[config.mk]
export PLATFORM = sky130hd
export DESIGN_NAME = axi_portal_master_flat
export DESIGN_NICKNAME = d
export VERILOG_FILES = /design/src/rtl/axi_portal_master_if.sv /design/src/rtl/axi_portal_master.sv /design/src/flat_wrapper.sv
export SDC_FILE = /design/constraint.sdc
export NUM_CORES = 1
export LEC_CHECK = 0
export CORE_AREA = 2 2 135 137
export DETAILED_ROUTE_END_ITERATION = 7
export DIE_AREA = 0 0 137 139
export PLACE_DENSITY = 0.63
export SYNTH_ARGS = -nofsm -noshare
export SYNTH_HDL_FRONTEND = slang
export SYNTH_SLANG_ARGS = --single-unit
[constraint.sdc]
create_clock -name CLK -period 3 [get_ports CLK]
set_input_delay 0.6 -clock CLK [delete_from_list [all_inputs] [get_ports CLK]]
set_output_delay 0.6 -clock CLK [all_outputs]
set_load 0.02 [all_outputs]
[src/rtl/axi_portal_master_if.sv]
// Host command/data/response methods plus MAXIGP0 AXI3-subset channels for axi_portal_master.
interface axi_portal_master_if;
  // host command method
  logic        cmd_ena;
  logic        cmd_write;
  logic [31:0] cmd_addr;
  logic [3:0]  cmd_len;
  logic [11:0] cmd_id;
  logic        cmd_rdy;
  // host write-data method
  logic        wdata_ena;
  logic [31:0] wdata_v;
  logic        wdata_rdy;
  // AXI read address
  logic        axi_ar_ena;
  logic [31:0] axi_ar_addr;
  logic [11:0] axi_ar_id;
  logic [3:0]  axi_ar_len;
  logic        axi_ar_rdy;
  // AXI write address
  logic        axi_aw_ena;
  logic [31:0] axi_aw_addr;
  logic [11:0] axi_aw_id;
  logic [3:0]  axi_aw_len;
  logic        axi_aw_rdy;
  // AXI write data
  logic        axi_w_ena;
  logic [31:0] axi_w_data;
  logic [11:0] axi_w_id;
  logic        axi_w_last;
  logic        axi_w_rdy;
  // AXI read data
  logic        axi_r_ena;
  logic [31:0] axi_r_data;
  logic [11:0] axi_r_id;
  logic        axi_r_last;
  logic [1:0]  axi_r_resp;
  logic        axi_r_rdy;
  // AXI write response
  logic        axi_b_ena;
  logic [11:0] axi_b_id;
  logic [1:0]  axi_b_resp;
  logic        axi_b_rdy;
  // host read-beat method
  logic        rdata_ena;
  logic [31:0] rdata_v;
  logic        rdata_last;
  logic        rdata_err;
  logic        rdata_rdy;
  // host write-completion method
  logic        done_ena;
  logic [11:0] done_id;
  logic [1:0]  done_resp;
  logic        done_rdy;

  modport master (
    input  cmd_ena, cmd_write, cmd_addr, cmd_len, cmd_id,
    output cmd_rdy,
    input  wdata_ena, wdata_v,
    output wdata_rdy,
    output axi_ar_ena, axi_ar_addr, axi_ar_id, axi_ar_len,
    input  axi_ar_rdy,
    output axi_aw_ena, axi_aw_addr, axi_aw_id, axi_aw_len,
    input  axi_aw_rdy,
    output axi_w_ena, axi_w_data, axi_w_id, axi_w_last,
    input  axi_w_rdy,
    input  axi_r_ena, axi_r_data, axi_r_id, axi_r_last, axi_r_resp,
    output axi_r_rdy,
    input  axi_b_ena, axi_b_id, axi_b_resp,
    output axi_b_rdy,
    output rdata_ena, rdata_v, rdata_last, rdata_err,
    input  rdata_rdy,
    output done_ena, done_id, done_resp,
    input  done_rdy
  );

  modport slave (
    output cmd_ena, cmd_write, cmd_addr, cmd_len, cmd_id,
    input  cmd_rdy,
    output wdata_ena, wdata_v,
    input  wdata_rdy,
    input  axi_ar_ena, axi_ar_addr, axi_ar_id, axi_ar_len,
    output axi_ar_rdy,
    input  axi_aw_ena, axi_aw_addr, axi_aw_id, axi_aw_len,
    output axi_aw_rdy,
    input  axi_w_ena, axi_w_data, axi_w_id, axi_w_last,
    output axi_w_rdy,
    output axi_r_ena, axi_r_data, axi_r_id, axi_r_last, axi_r_resp,
    input  axi_r_rdy,
    output axi_b_ena, axi_b_id, axi_b_resp,
    input  axi_b_rdy,
    input  rdata_ena, rdata_v, rdata_last, rdata_err,
    output rdata_rdy,
    input  done_ena, done_id, done_resp,
    output done_rdy
  );
endinterface

[src/rtl/axi_portal_master.sv]
// AXI3-subset initiator for the portal link: 1-deep command register, AR/AW issue,
// W burst sequencing, combinational R/B forwarding, outstanding-burst throttling.
// Optional macro AXI_MASTER_ERRCNT_EN adds a saturating error-response counter (err_count).
module axi_portal_master #(
  parameter int unsigned MAX_OUTSTANDING = 4,
  parameter int unsigned CNT_W           = 4
) (
  input  logic                       CLK,
  input  logic                       nRST,
  axi_portal_master_if.master        bus,
  output logic                       busy
`ifdef AXI_MASTER_ERRCNT_EN
  , output logic [15:0]              err_count
`endif
);
  localparam int unsigned ADDR_W = 32;
  localparam int unsigned ID_W   = 12;
  localparam int unsigned LEN_W  = 4;
  localparam logic [CNT_W-1:0] MAX_CNT = CNT_W'(MAX_OUTSTANDING);

  typedef enum logic {W_IDLE, W_DATA} wstate_e;

  wstate_e           r_state, w_state_nxt;
  logic              r_cmd_valid;
  logic              r_cmd_write;
  logic [ADDR_W-1:0] r_cmd_addr;
  logic [LEN_W-1:0]  r_cmd_len;
  logic [ID_W-1:0]   r_cmd_id;
  logic [CNT_W-1:0]  r_rd_out, r_wr_out;
  logic [LEN_W-1:0]  r_beat_cnt, w_beat_cnt_nxt;
  logic [ID_W-1:0]   r_w_id, w_w_id_nxt;

  logic w_cmd_xfer, w_ar_xfer, w_aw_ena, w_w_ena, w_wdata_rdy, w_w_last;
  logic w_r_xfer, w_r_last_xfer, w_b_xfer;
  logic w_unused_rid;

  // command acceptance checks the counter of the incoming command's direction
  assign bus.cmd_rdy = ~r_cmd_valid &
                       (bus.cmd_write ? (r_wr_out < MAX_CNT) : (r_rd_out < MAX_CNT));
  assign w_cmd_xfer  = bus.cmd_ena & bus.cmd_rdy;

  // read address issues straight from the command register
  assign bus.axi_ar_ena  = r_cmd_valid & ~r_cmd_write & bus.axi_ar_rdy;
  assign bus.axi_ar_addr = r_cmd_addr;
  assign bus.axi_ar_id   = r_cmd_id;
  assign bus.axi_ar_len  = r_cmd_len;
  assign w_ar_xfer       = bus.axi_ar_ena;

  assign bus.axi_aw_ena  = w_aw_ena;
  assign bus.axi_aw_addr = r_cmd_addr;
  assign bus.axi_aw_id   = r_cmd_id;
  assign bus.axi_aw_len  = r_cmd_len;

  assign bus.axi_w_ena   = w_w_ena;
  assign bus.axi_w_data  = bus.wdata_v;
  assign bus.axi_w_id    = r_w_id;
  assign bus.axi_w_last  = w_w_last;
  assign bus.wdata_rdy   = w_wdata_rdy;

  // R and B are forwarded to the host without buffering
  assign bus.rdata_ena   = bus.axi_r_ena & bus.rdata_rdy;
  assign bus.axi_r_rdy   = bus.rdata_rdy;
  assign bus.rdata_v     = bus.axi_r_data;
  assign bus.rdata_last  = bus.axi_r_last;
  assign bus.rdata_err   = (bus.axi_r_resp != 2'b00);
  assign w_r_xfer        = bus.rdata_ena;
  assign w_r_last_xfer   = w_r_xfer & bus.axi_r_last;

  assign bus.done_ena    = bus.axi_b_ena & bus.done_rdy;
  assign bus.axi_b_rdy   = bus.done_rdy;
  assign bus.done_id     = bus.axi_b_id;
  assign bus.done_resp   = bus.axi_b_resp;
  assign w_b_xfer        = bus.done_ena;

  assign w_unused_rid    = ^bus.axi_r_id;

  assign busy = r_cmd_valid | (r_state == W_DATA) | (r_rd_out != '0) | (r_wr_out != '0);

  // write FSM state, beat counter and burst id registers
  always_ff @(posedge CLK or negedge nRST) begin
    if (!nRST) begin
      r_state    <= W_IDLE;
      r_beat_cnt <= '0;
      r_w_id     <= '0;
    end else begin
      r_state    <= w_state_nxt;
      r_beat_cnt <= w_beat_cnt_nxt;
      r_w_id     <= w_w_id_nxt;
    end
  end

  // write FSM next state and AW/W handshake outputs
  always_comb begin
    w_state_nxt    = r_state;
    w_beat_cnt_nxt = r_beat_cnt;
    w_w_id_nxt     = r_w_id;
    w_aw_ena       = 1'b0;
    w_w_ena        = 1'b0;
    w_w_last       = 1'b0;
    w_wdata_rdy    = 1'b0;
    case (r_state)
      W_IDLE: begin
        w_aw_ena = r_cmd_valid & r_cmd_write & bus.axi_aw_rdy;
        if (w_aw_ena) begin
          w_state_nxt    = W_DATA;
          w_beat_cnt_nxt = r_cmd_len;
          w_w_id_nxt     = r_cmd_id;
        end
      end
      W_DATA: begin
        w_wdata_rdy = bus.axi_w_rdy;
        w_w_ena     = bus.wdata_ena & bus.axi_w_rdy;
        w_w_last    = (r_beat_cnt == '0);
        if (w_w_ena) begin
          if (w_w_last) w_state_nxt = W_IDLE;
          else          w_beat_cnt_nxt = r_beat_cnt - LEN_W'(1);
        end
      end
      default: w_state_nxt = W_IDLE;
    endcase
  end

  // one-deep command register: filled on push, freed by the AR or AW transfer
  always_ff @(posedge CLK or negedge nRST) begin
    if (!nRST) begin
      r_cmd_valid <= 1'b0;
      r_cmd_write <= 1'b0;
      r_cmd_addr  <= '0;
      r_cmd_len   <= '0;
      r_cmd_id    <= '0;
    end else if (w_cmd_xfer) begin
      r_cmd_valid <= 1'b1;
      r_cmd_write <= bus.cmd_write;
      r_cmd_addr  <= bus.cmd_addr;
      r_cmd_len   <= bus.cmd_len;
      r_cmd_id    <= bus.cmd_id;
    end else if (w_ar_xfer | w_aw_ena) begin
      r_cmd_valid <= 1'b0;
    end
  end

  // outstanding burst counters; decrements saturate at zero
  always_ff @(posedge CLK or negedge nRST) begin
    if (!nRST) begin
      r_rd_out <= '0;
      r_wr_out <= '0;
    end else begin
      case ({w_ar_xfer, w_r_last_xfer})
        2'b10:   r_rd_out <= r_rd_out + CNT_W'(1);
        2'b01:   if (r_rd_out != '0) r_rd_out <= r_rd_out - CNT_W'(1);
        default: ;
      endcase
      case ({w_aw_ena, w_b_xfer})
        2'b10:   r_wr_out <= r_wr_out + CNT_W'(1);
        2'b01:   if (r_wr_out != '0) r_wr_out <= r_wr_out - CNT_W'(1);
        default: ;
      endcase
    end
  end

`ifdef AXI_MASTER_ERRCNT_EN
  logic [1:0]  w_err_inc;
  logic [16:0] w_err_sum;
  assign w_err_inc = 2'(w_r_xfer & (bus.axi_r_resp != 2'b00)) +
                     2'(w_b_xfer & (bus.axi_b_resp != 2'b00));
  assign w_err_sum = {1'b0, err_count} + 17'(w_err_inc);

  // saturating count of error responses seen on R and B
  always_ff @(posedge CLK or negedge nRST) begin
    if (!nRST)               err_count <= '0;
    else if (w_err_sum[16])  err_count <= 16'hFFFF;
    else                     err_count <= w_err_sum[15:0];
  end
`endif

endmodule

[src/flat_wrapper.sv]
// flat-port wrapper written by rule: the top's interface ports become plain ports
module axi_portal_master_flat 
#(
  parameter int unsigned MAX_OUTSTANDING = 4,
  parameter int unsigned CNT_W           = 4
)
  (CLK, nRST, busy, bus_cmd_ena, bus_cmd_write, bus_cmd_addr, bus_cmd_len, bus_cmd_id, bus_cmd_rdy, bus_wdata_ena, bus_wdata_v, bus_wdata_rdy, bus_axi_ar_ena, bus_axi_ar_addr, bus_axi_ar_id, bus_axi_ar_len, bus_axi_ar_rdy, bus_axi_aw_ena, bus_axi_aw_addr, bus_axi_aw_id, bus_axi_aw_len, bus_axi_aw_rdy, bus_axi_w_ena, bus_axi_w_data, bus_axi_w_id, bus_axi_w_last, bus_axi_w_rdy, bus_axi_r_ena, bus_axi_r_data, bus_axi_r_id, bus_axi_r_last, bus_axi_r_resp, bus_axi_r_rdy, bus_axi_b_ena, bus_axi_b_id, bus_axi_b_resp, bus_axi_b_rdy, bus_rdata_ena, bus_rdata_v, bus_rdata_last, bus_rdata_err, bus_rdata_rdy, bus_done_ena, bus_done_id, bus_done_resp, bus_done_rdy);
  axi_portal_master_if bus_i ();
  input  logic CLK;
  input  logic nRST;
  output logic busy;
  input wire logic [$bits(bus_i.cmd_ena)-1:0] bus_cmd_ena;
  input wire logic [$bits(bus_i.cmd_write)-1:0] bus_cmd_write;
  input wire logic [$bits(bus_i.cmd_addr)-1:0] bus_cmd_addr;
  input wire logic [$bits(bus_i.cmd_len)-1:0] bus_cmd_len;
  input wire logic [$bits(bus_i.cmd_id)-1:0] bus_cmd_id;
  output wire logic [$bits(bus_i.cmd_rdy)-1:0] bus_cmd_rdy;
  input wire logic [$bits(bus_i.wdata_ena)-1:0] bus_wdata_ena;
  input wire logic [$bits(bus_i.wdata_v)-1:0] bus_wdata_v;
  output wire logic [$bits(bus_i.wdata_rdy)-1:0] bus_wdata_rdy;
  output wire logic [$bits(bus_i.axi_ar_ena)-1:0] bus_axi_ar_ena;
  output wire logic [$bits(bus_i.axi_ar_addr)-1:0] bus_axi_ar_addr;
  output wire logic [$bits(bus_i.axi_ar_id)-1:0] bus_axi_ar_id;
  output wire logic [$bits(bus_i.axi_ar_len)-1:0] bus_axi_ar_len;
  input wire logic [$bits(bus_i.axi_ar_rdy)-1:0] bus_axi_ar_rdy;
  output wire logic [$bits(bus_i.axi_aw_ena)-1:0] bus_axi_aw_ena;
  output wire logic [$bits(bus_i.axi_aw_addr)-1:0] bus_axi_aw_addr;
  output wire logic [$bits(bus_i.axi_aw_id)-1:0] bus_axi_aw_id;
  output wire logic [$bits(bus_i.axi_aw_len)-1:0] bus_axi_aw_len;
  input wire logic [$bits(bus_i.axi_aw_rdy)-1:0] bus_axi_aw_rdy;
  output wire logic [$bits(bus_i.axi_w_ena)-1:0] bus_axi_w_ena;
  output wire logic [$bits(bus_i.axi_w_data)-1:0] bus_axi_w_data;
  output wire logic [$bits(bus_i.axi_w_id)-1:0] bus_axi_w_id;
  output wire logic [$bits(bus_i.axi_w_last)-1:0] bus_axi_w_last;
  input wire logic [$bits(bus_i.axi_w_rdy)-1:0] bus_axi_w_rdy;
  input wire logic [$bits(bus_i.axi_r_ena)-1:0] bus_axi_r_ena;
  input wire logic [$bits(bus_i.axi_r_data)-1:0] bus_axi_r_data;
  input wire logic [$bits(bus_i.axi_r_id)-1:0] bus_axi_r_id;
  input wire logic [$bits(bus_i.axi_r_last)-1:0] bus_axi_r_last;
  input wire logic [$bits(bus_i.axi_r_resp)-1:0] bus_axi_r_resp;
  output wire logic [$bits(bus_i.axi_r_rdy)-1:0] bus_axi_r_rdy;
  input wire logic [$bits(bus_i.axi_b_ena)-1:0] bus_axi_b_ena;
  input wire logic [$bits(bus_i.axi_b_id)-1:0] bus_axi_b_id;
  input wire logic [$bits(bus_i.axi_b_resp)-1:0] bus_axi_b_resp;
  output wire logic [$bits(bus_i.axi_b_rdy)-1:0] bus_axi_b_rdy;
  output wire logic [$bits(bus_i.rdata_ena)-1:0] bus_rdata_ena;
  output wire logic [$bits(bus_i.rdata_v)-1:0] bus_rdata_v;
  output wire logic [$bits(bus_i.rdata_last)-1:0] bus_rdata_last;
  output wire logic [$bits(bus_i.rdata_err)-1:0] bus_rdata_err;
  input wire logic [$bits(bus_i.rdata_rdy)-1:0] bus_rdata_rdy;
  output wire logic [$bits(bus_i.done_ena)-1:0] bus_done_ena;
  output wire logic [$bits(bus_i.done_id)-1:0] bus_done_id;
  output wire logic [$bits(bus_i.done_resp)-1:0] bus_done_resp;
  input wire logic [$bits(bus_i.done_rdy)-1:0] bus_done_rdy;
  assign bus_i.cmd_ena = bus_cmd_ena;
  assign bus_i.cmd_write = bus_cmd_write;
  assign bus_i.cmd_addr = bus_cmd_addr;
  assign bus_i.cmd_len = bus_cmd_len;
  assign bus_i.cmd_id = bus_cmd_id;
  assign bus_cmd_rdy = bus_i.cmd_rdy;
  assign bus_i.wdata_ena = bus_wdata_ena;
  assign bus_i.wdata_v = bus_wdata_v;
  assign bus_wdata_rdy = bus_i.wdata_rdy;
  assign bus_axi_ar_ena = bus_i.axi_ar_ena;
  assign bus_axi_ar_addr = bus_i.axi_ar_addr;
  assign bus_axi_ar_id = bus_i.axi_ar_id;
  assign bus_axi_ar_len = bus_i.axi_ar_len;
  assign bus_i.axi_ar_rdy = bus_axi_ar_rdy;
  assign bus_axi_aw_ena = bus_i.axi_aw_ena;
  assign bus_axi_aw_addr = bus_i.axi_aw_addr;
  assign bus_axi_aw_id = bus_i.axi_aw_id;
  assign bus_axi_aw_len = bus_i.axi_aw_len;
  assign bus_i.axi_aw_rdy = bus_axi_aw_rdy;
  assign bus_axi_w_ena = bus_i.axi_w_ena;
  assign bus_axi_w_data = bus_i.axi_w_data;
  assign bus_axi_w_id = bus_i.axi_w_id;
  assign bus_axi_w_last = bus_i.axi_w_last;
  assign bus_i.axi_w_rdy = bus_axi_w_rdy;
  assign bus_i.axi_r_ena = bus_axi_r_ena;
  assign bus_i.axi_r_data = bus_axi_r_data;
  assign bus_i.axi_r_id = bus_axi_r_id;
  assign bus_i.axi_r_last = bus_axi_r_last;
  assign bus_i.axi_r_resp = bus_axi_r_resp;
  assign bus_axi_r_rdy = bus_i.axi_r_rdy;
  assign bus_i.axi_b_ena = bus_axi_b_ena;
  assign bus_i.axi_b_id = bus_axi_b_id;
  assign bus_i.axi_b_resp = bus_axi_b_resp;
  assign bus_axi_b_rdy = bus_i.axi_b_rdy;
  assign bus_rdata_ena = bus_i.rdata_ena;
  assign bus_rdata_v = bus_i.rdata_v;
  assign bus_rdata_last = bus_i.rdata_last;
  assign bus_rdata_err = bus_i.rdata_err;
  assign bus_i.rdata_rdy = bus_rdata_rdy;
  assign bus_done_ena = bus_i.done_ena;
  assign bus_done_id = bus_i.done_id;
  assign bus_done_resp = bus_i.done_resp;
  assign bus_i.done_rdy = bus_done_rdy;
  axi_portal_master #(.MAX_OUTSTANDING(MAX_OUTSTANDING), .CNT_W(CNT_W)) u_core (.CLK(CLK), .nRST(nRST), .bus(bus_i), .busy(busy));
endmodule
# After elaboration in Yosys (flattened, before gate mapping)
# Cells that the tools add are included.
# op_classes
eq_ne	9
n_mux	19
reduce_logical	11
mul	0
bitwise_logic	17
n_div	0
shift	0
magnitude_cmp	2
addsub	5
# op_table
op	count
one-hot mux 4 bit (2 select lines)	3
2-to-1 mux 4 bit	5
subtractor 4 x 1 -> 4 bit (second input constant)	3
AND 1 bit	10
2-to-1 mux 1 bit	10
adder 4 x 1 -> 4 bit (second input constant)	2
less-than comparator 4 x 3 -> 1 bit (second input constant)	2
nonzero test 2 bit	4
nonzero test 4 bit	2
inequality test 2 x 1 -> 1 bit (second input constant)	3
AND reduction 2 bit	3
equality test 2 x 1 -> 1 bit (second input constant)	2
equality test 2 bit (second input constant)	2
logical NOT 4 bit	1
inequality test 2 bit (second input constant)	2
OR 1 bit	4
inverter 1 bit	3
AND reduction 3 bit	1
one-hot mux 1 bit (2 select lines)	1
# totals
ram_bits	0
out_inout_bits	199
romBits	0
ff_bits	75
word_cells	73
in_bits	153
latchBits	0
n_memories	0

# Longest topological paths before layout
# Gate-level depths: netlist (run 1).
# logic_depth
word_depth	6
ltp_mapped	9
ltp_nobuf	7

# Worst setup path before layout (run 1)
# OpenSTA, ideal clock, no wires.
# synth_timing
kind	input to register
from	in bus_axi_aw_rdy
to	reg u_core.r_wr_out[2]
arrival_ns	2.072
stages	8
path_slack_ns	0.851
path_cell_list	and4b_1 > clkbuf_1 > or2_1 > buf_2 > xnor2_1 > ha_1 > o41a_1 > o21ai_1
# synth_between
elab_chain_len	5
# synth_lines
item	line_no	text
from (decl)	flat_wrapper.sv:30	input wire logic [$bits(bus_i.axi_aw_rdy)-1:0] bus_axi_aw_rdy;
AND 1 bit *	axi_portal_master.sv:103	w_aw_ena = r_cmd_valid & r_cmd_write & bus.axi_aw_rdy;
2-to-1 mux 1 bit *	axi_portal_master.sv:101	case (r_state)
equality test 2 x 1 -> 1 bit or equality test 2 bit (tied branches)	axi_portal_master.sv:153	case ({w_aw_ena, w_b_xfer})
inequality test 2 x 1 -> 1 bit (no line) or nonzero test 2 bit (tied branches)	--	
AND reduction 2 bit (no line)	--	
to (signal assigned)	axi_portal_master.sv:154	2'b10: r_wr_out <= r_wr_out + CNT_W'(1);
to (signal assigned)	axi_portal_master.sv:155	2'b01: if (r_wr_out != '0) r_wr_out <= r_wr_out - CNT_W'(1);
to (decl)	axi_portal_master.sv:29	logic [CNT_W-1:0] r_rd_out, r_wr_out;
# Mark *: on every way between the ends. The rest lies on a longest branch, timed or not.
# A chain may end at the register's enable or synchronous reset.

# Worst setup path after layout (run 1)
# layout_timing
from	in bus_axi_aw_rdy
to	out bus_axi_aw_ena
# layout_between
elab_chain_len	2
# layout_lines
item	line_no	text
AND 1 bit	axi_portal_master.sv:103	
2-to-1 mux 1 bit	axi_portal_master.sv:101	
to (decl)	flat_wrapper.sv:26	output wire logic [$bits(bus_i.axi_aw_ena)-1:0] bus_axi_aw_ena;
# Every way passes these cells.

==> results by group, run 1 <==
Outcome
  – Status: complete, no violations

Logic synthesis
  – Post-synth EDFFs: 0
  – Synth area leader: dfrtp_1
  – Syn Inst Count: 359
  – Distinct cells, synth: 38
  – Synth Flop Type: dfrtp_1
  – Asr flop ratio synth: 100%
  – Most common cell in the netlist: buf_4
  – Yosys reg bits: 75
  – Syn Nets: 516
  – Xor/xnor share of the synthesized area: less than 1%
  – Simple-Gate Fraction of Synth Area: 5.61%
  – Fraction of the mapped netlist area in adder cells: under 10%
  – Synth Warn #: 0
  – Sequential cell area fraction in the yosys report: a little under half
  – Post-synthesis compound-gate area fraction: 4.34%
  – Largest family of logic cells by synthesized area: buffers and inverters
  – Post-synthesis mux area share: 17.7%
  – Post-Synthesis Cell Area: 0.00412 mm^2
  – Top-area cell type share of the netlist area: around 46%
  – Synth cell count leaders: buf_4, dfrtp_1, mux2_2
  – Synth area leaders: dfrtp_1, buf_4, mux2_2
  – Avg Synthesized Cell Area: roughly 11 um^2

Floorplanning
  – CORE AREA: 0.0177 mm^2
  – IO Pins: 352
  – Die X-Extent: 137 um
  – FP Rows: 49
  – Die footprint: 0.0190 mm^2
  – Initial Util: 23.3%
  – Vert. Die Dim: roughly 140 um

Setup path
  – Flop2flop setup slack: 0.77 ns
  – Crit path DAT: around 2.2 ns
  – Worst-path maximum fanout: 7
  – Crit path kind: in -> out
  – Reg2reg start: u_core.r_state
  – Largest stage delay, worst path: around 0.62 ns
  – Reg2reg end: u_core.r_wr_out[2]
  – Most used cell, CP: clkdlybuf4s50_1
  – Worst setup SP type: input port
  – Worst path slowest cell: clkdlybuf4s50_1
  – Register-to-Register Path Depth: 7
  – Worst EP required: approximately 2.4 ns
  – Critical Path End Type: primary output
  – Worst path cell trace: clkdlybuf4s50_1 > and4b_1 > buf_12 > clkdlybuf4s50_1

Place
  – Dpl cells: 637
  – Post-DP HPWL: 8.21 mm
  – GP Congestion: 0.692
  – Port bufs: 183

Global routing
  – Final global-route overflow total: 0
  – Initial antenna violation count: 0
  – Number of global-route vias before repair: 2846
  – Gr usage total: between 10% and 20%
  – First-pass GRT wire length: 16.0 mm
  – Largest net degree at the start of global routing: 76

Clock network
  – Post-CTS Resized: 0
  – Clk_lat worst skew: 0.33 ns
  – CTS Hold Bufs: 0
  – Total clock buffers created by CTS: 9
  – TritonCTS clock tree: done
  – CTS root buf: clkbuf_16
  – Reg clk slew, reported paths: 0.06 ns
  – CTS sink count: 75
  – H-tree depth: 3
  – Postcts setup bufs: 0
  – Clock buffer depth: 2

Layout
  – Layout Cells excl Fill: 652
  – Share of layout cells above drive strength 1: 19.9%
  – Area delta synth->final: 35.2%
  – N_diodes: 0
  – Final #Nets: 576

Power and ir drop
  – Peak VDD IR: between 500 and 600 uV
  – Power density cells: 1190 mW/mm^2
  – LEAKAGE: 2.25 nW

Timing
  – Worst Max-Slew Pin Slew: 0.982 ns
  – TNS Setup: 0 ns
  – Final setup viols: 0
  – Clock Skew: 0.0105 ns
  – Slew headroom: between 30% and 40%
  – Peak Freq: between 300 and 400 MHz
  – RSZ-0062 raised after global routing: false
  – Final hold viol count: 0
  – Final Max Tran Viols: 0
  – Post-layout min period: roughly 2.8 ns
  – Final period utilization: 91.8%

Route
  – Routed Antenna Nets: 0
  – # DRC: 0
  – WL final: 10.8 mm
  – Vias per Instance: 4.17
  – WL/cell: 16.6 um
  – Vias: 2719
  – TritonRoute pass-1 iters: 4
  – Starting DRT DRC Count: between 40 and 50

Job
  – Max Cap Viol: 0

Worst hold path
  – Worst min-delay path category: in -> async
[sequential cells by signal, summed over array words and instances, names as in the netlist]
register and count:
u_core.bus.axi_ar_addr 32, u_core.bus.axi_ar_id 12, u_core.bus.axi_ar_len 4, u_core.bus.axi_w_id 12, u_core.r_beat_cnt 4, u_core.r_cmd_valid 1, u_core.r_cmd_write 1, u_core.r_rd_out 4
u_core.r_state 1, u_core.r_wr_out 4
[how the worst max path moves through the flow]
stage | to | slack (ns) | start | depth (start not counted)
after CTS | bus_axi_aw_ena | 0.24 | bus_axi_aw_rdy | 4
after global routing | busy | 0.16 | u_core.r_wr_out[2] | 3
after global placement | bus_axi_aw_ena | 0.26 | bus_axi_aw_rdy | 4
final | bus_axi_aw_ena | 0.25 | bus_axi_aw_rdy | 4
after detailed placement | bus_axi_aw_ena | 0.25 | bus_axi_aw_rdy | 4
after floorplan | u_core.r_wr_out[2] | 0.85 | bus_axi_aw_rdy | 8
[critical path: cells and delay by family]
| family | cells | cell delay [ns] |
|---|---|---|
| buf+inv | 3 | 1.27 |
| simple gates | 1 | 0.28 |
[stage by stage]
step	hold WS [ns]	total power [W]	cell area, um^2	setup slack [ns]	util [%]
5_1_grt	0.501	0.00703	5570	0.156	31.6
4_1_cts	0.459	0.00676	5570	0.236	31.6
3_5_place_dp	0.499	0.00563	5290	0.253	29.9
2_1_floorplan	0.304	0.00430	4120	0.851	-
6_report	0.429	0.00665	5570	0.246	31.6
3_3_place_gp	0.492	0.00557	5290	0.256	29.9
[cell usage in the layout, fill, tap and decap left out, types with 2 or more instances in the layout]
master,netlist,final
clkbuf_16,0,9
buf_12,0,2
clkbuf_1,2,2
ha_1,4,4
clkinv_4,0,2
nand3_1,7,7
nand2_1,9,8
nor3b_1,2,2
o311ai_0,2,2
o21ai_0,4,4
nand3b_1,2,2
buf_4,129,4
nand4_1,2,2
and2_1,3,3
o211ai_1,4,4
clkdlybuf4s50_1,0,182
nor4_1,3,3
xnor2_1,2,2
o41a_1,2,2
mux2i_1,2,2
and3_1,2,2
o31ai_1,3,3
dfrtp_1,75,75
nor2_1,5,5
nor3_1,3,3
a21oi_1,3,3
inv_1,6,6
mux2_2,62,62
[area by class of cell]
class | instances | area, um^2
inverters | 6 | 22.5
fillers | 1786 | 12100
multi-input cells | 139 | 1210
flip-flops and latches | 75 | 1880
repair buffers | 188 | 1890
well taps | 229 | 287
clock buffers | 11 | 233
clock inverters | 4 | 52.6
[per-layer routing]
layer | routed length [um] | global-route usage (%) | up-vias
met4 | 272 | 5.48 | 0
met1 | 3790 | 11.7 | 1302
met2 | 5460 | 18.8 | 165
met3 | 1310 | 4.68 | 36
li1 | - | - | 1216
met5 | 0 | 0 | -
[logic make-up (layout without fill, tap and decap cells)]
kind of cell / count (synthesis) / in the layout
XOR/XNOR: 2 / 2
buffers and inverters: 145 / 209
flip-flops: 75 / 75
AND/OR/NAND/NOR: 43 / 43
AO/OA/AOI/OAI: 25 / 25
multiplexers: 65 / 65
adder cells (fa/ha/maj): 4 / 4
[power by group]
group | total [W] | switching [W] | internal (W)
Combinational | 0.00359 | 0.00169 | 0.00190
Clock | 0.00106 | 0.000415 | 0.000641
Sequential | 0.00200 | 0.000484 | 0.00151
Note: power is estimated with default switching activity, not from simulation.
==> inputs of run 2 (changes only) <==
Settings changed: CTS_BUF_LIST set to sky130_fd_sc_hd__clkbuf_8 sky130_fd_sc_hd__clkbuf_16.
==> run 2 against run 1 <==
Utilization did not move. First-iteration DRC count rose by 25%. Fmax rose by 0.23%. Clock-buffer cell count fell by 2. Sequential power barely moved. Critical path depth did not move. Wire length fell by 0.21%.
==> results by group, run 2 (synthesis gave the netlist of run 1 again) <==
Clock network
  – CTS sink count: 75 (unchanged)
  – Clk_lat worst skew: 0.33 ns (about the same)
  – CTS root buf: clkbuf_16
  – Clock buffer depth: 2 (unchanged)
  – Total clock buffers created by CTS: 9 (unchanged)
  – H-tree depth: 3 (unchanged)
  – TritonCTS clock tree: done
  – CTS Hold Bufs: 0 (unchanged)
  – Postcts setup bufs: 0 (unchanged)
  – Reg clk slew, reported paths: 0.06 ns (about the same)
  – Post-CTS Resized: 0 (unchanged)

Setup path
  – Worst EP required: 2.40 ns (about the same)
  – Reg2reg end: u_core.r_wr_out[2]
  – Worst Setup EP: bus_axi_aw_ena
  – Worst setup path startpoint: bus_axi_aw_rdy
  – Reg2reg start: u_core.r_state
  – Critical Path End Type: primary output
  – Crit path DAT: 2.15 ns (about the same)
  – Worst-path maximum fanout: 7 (unchanged)
  – Register-to-Register Path Depth: 7 (unchanged)
  – Worst setup SP type: input port
  – Crit path kind: in -> out
  – Flop2flop setup slack: 0.77 ns (about the same)

Floorplanning
  – Vert. Die Dim: 139 um (unchanged)
  – Die footprint: 0.0190 mm^2 (unchanged)
  – Die X-Extent: 137 um (unchanged)
  – CORE AREA: 0.0177 mm^2 (unchanged)
  – FP Rows: 49 (unchanged)
  – Initial Util: 23.3% (unchanged)
  – IO Pins: 352 (unchanged)

Layout
  – Storage cell area: 0.00188 mm^2 (unchanged)
  – Finished Cell Area: 0.00557 mm^2 (unchanged)
  – Max FFs per register: 32 (unchanged)
  – Final #Nets: 576 (unchanged)
  – Multi-input gate area: 0.00121 mm^2 (unchanged)
  – N_diodes: 0 (unchanged)
  – Area delta synth->final: 35.2% (unchanged)
  – Fillers: 1786 (unchanged)
  – Commonest non-fill, non-tap cell in the layout: clkdlybuf4s50_1
  – Most frequent cells in the layout: clkdlybuf4s50_1, dfrtp_1, mux2_2
  – Share of layout cells above drive strength 1: 19.9% (unchanged)

Outcome
  – Status: complete, no violations

Power and ir drop
  – Peak VDD IR: 567 uV (unchanged)
  – LEAKAGE: 2.25 nW (+0.37%)
  – Power density cells: 1190 mW/mm^2 (-0.17%)

Route
  – Starting DRT DRC Count: 55 (+25%)
  – Routed Antenna Nets: 0 (unchanged)
  – # DRC: 0 (unchanged)
  – WL/cell: 16.6 um (-0.21%)
  – TritonRoute pass-1 iters: 4 (unchanged)
  – Vias per Instance: 4.17 (about the same)
  – Vias: 2717 (-0.074%)
  – WL final: 10.8 mm (-0.21%)

Place
  – Post-DP HPWL: 8.21 mm (unchanged)
  – Dpl cell area: 0.00529 mm^2 (unchanged)
  – Port bufs: 183 (unchanged)
  – Post-placement setup slack: 0.253 ns (unchanged)
  – GP Congestion: 0.692 (unchanged)

Timing
  – TNS Setup: 0 ns (unchanged)
  – Worst Max-Slew Pin Slew: 0.988 ns (+0.00698 ns)
  – Clock Skew: 0.00941 ns (-0.00112 ns)
  – RSZ-0062 raised after global routing: false
  – Final setup viols: 0 (unchanged)
  – Slew headroom: 34.1% (-0.47 points)
  – Final hold viol count: 0 (unchanged)
  – Post-layout min period: 2.75 ns (-0.00622 ns)
  – Peak Freq: 364 MHz (+0.23%)
  – Final Max Tran Viols: 0 (unchanged)
  – Final period utilization: 91.6% (-0.21 points)
  – Final Worst Setup Slack: 0.252 ns (+0.00622 ns)

Global routing
  – Number of global-route vias before repair: 2841 (-0.18%)
  – Largest net degree at the start of global routing: 76 (unchanged)
  – Initial antenna violation count: 0 (unchanged)
  – Gr usage total: 11.1% (about the same)
  – First-pass GRT wire length: 16.0 mm (about the same)
  – Final global-route overflow total: 0 (unchanged)

Job
  – Max Cap Viol: 0 (unchanged)

Worst hold path
  – Worst min-delay path category: in -> async
## run 2: cell types whose count changed in the layout (fill, tap and decap cells not counted)
cell,previous run,this run
clkbuf_1,2,0
inv_1,6,8
## run 2: how the worst min path moves through the flow
stage,to,slack [ns],cells past startpoint
3_5_place_dp,u_core.bus.axi_w_id[8],0.50,1
4_1_cts,u_core.bus.axi_w_id[3],0.46,1
6_report,u_core.bus.axi_w_id[3],0.43,1
5_1_grt,u_core.bus.axi_ar_id[0],0.50,1
2_1_floorplan,u_core.bus.axi_ar_addr[0],0.30,0
3_3_place_gp,u_core.bus.axi_w_id[2],0.49,1
## run 2: metrics by stage
stage	power (W)	hold slack, ns	util, %	std cells
after global routing	0.00702	0.501	31.6	652
after global placement	0.00557	0.492	29.9	637
after detailed placement	0.00563	0.499	29.9	637
after CTS	0.00675	0.459	31.6	652
final	0.00664	0.433	31.6	652
after floorplan	0.00430	0.304	-	359
## run 2: area by class of cell
cell class,instances,share of cell area [%]
inverter,6,0.404
tap,229,5.14
multi-input combinational,139,21.7
clock buffer,9,4.04
clock inverter,6,1.08
sequential,75,33.7
timing repair buffer,188,33.9
## run 2: critical path, cell delays in order
cell             delay [ns]
clkdlybuf4s50_1        0.49
and4b_1                0.28
buf_12                 0.15
clkdlybuf4s50_1        0.62
## run 2: report_power, final
group / switching (W) / leakage (nW) / internal [W] / total, W
Combinational: 0.00169 / 1.21 / 0.00190 / 0.00359
Sequential: 0.000483 / 0.900 / 0.00151 / 0.00200
Clock: 0.000413 / 0.148 / 0.000634 / 0.00105
## run 2: per-layer routing
metal	vias to the layer above	track usage [%]	part of all wire [%]
li1	1220	-	-
met1	1301	11.7	35
met2	161	18.8	50
met3	35	4.68	12
met4	0	5.48	2.7
met5	-	0	0
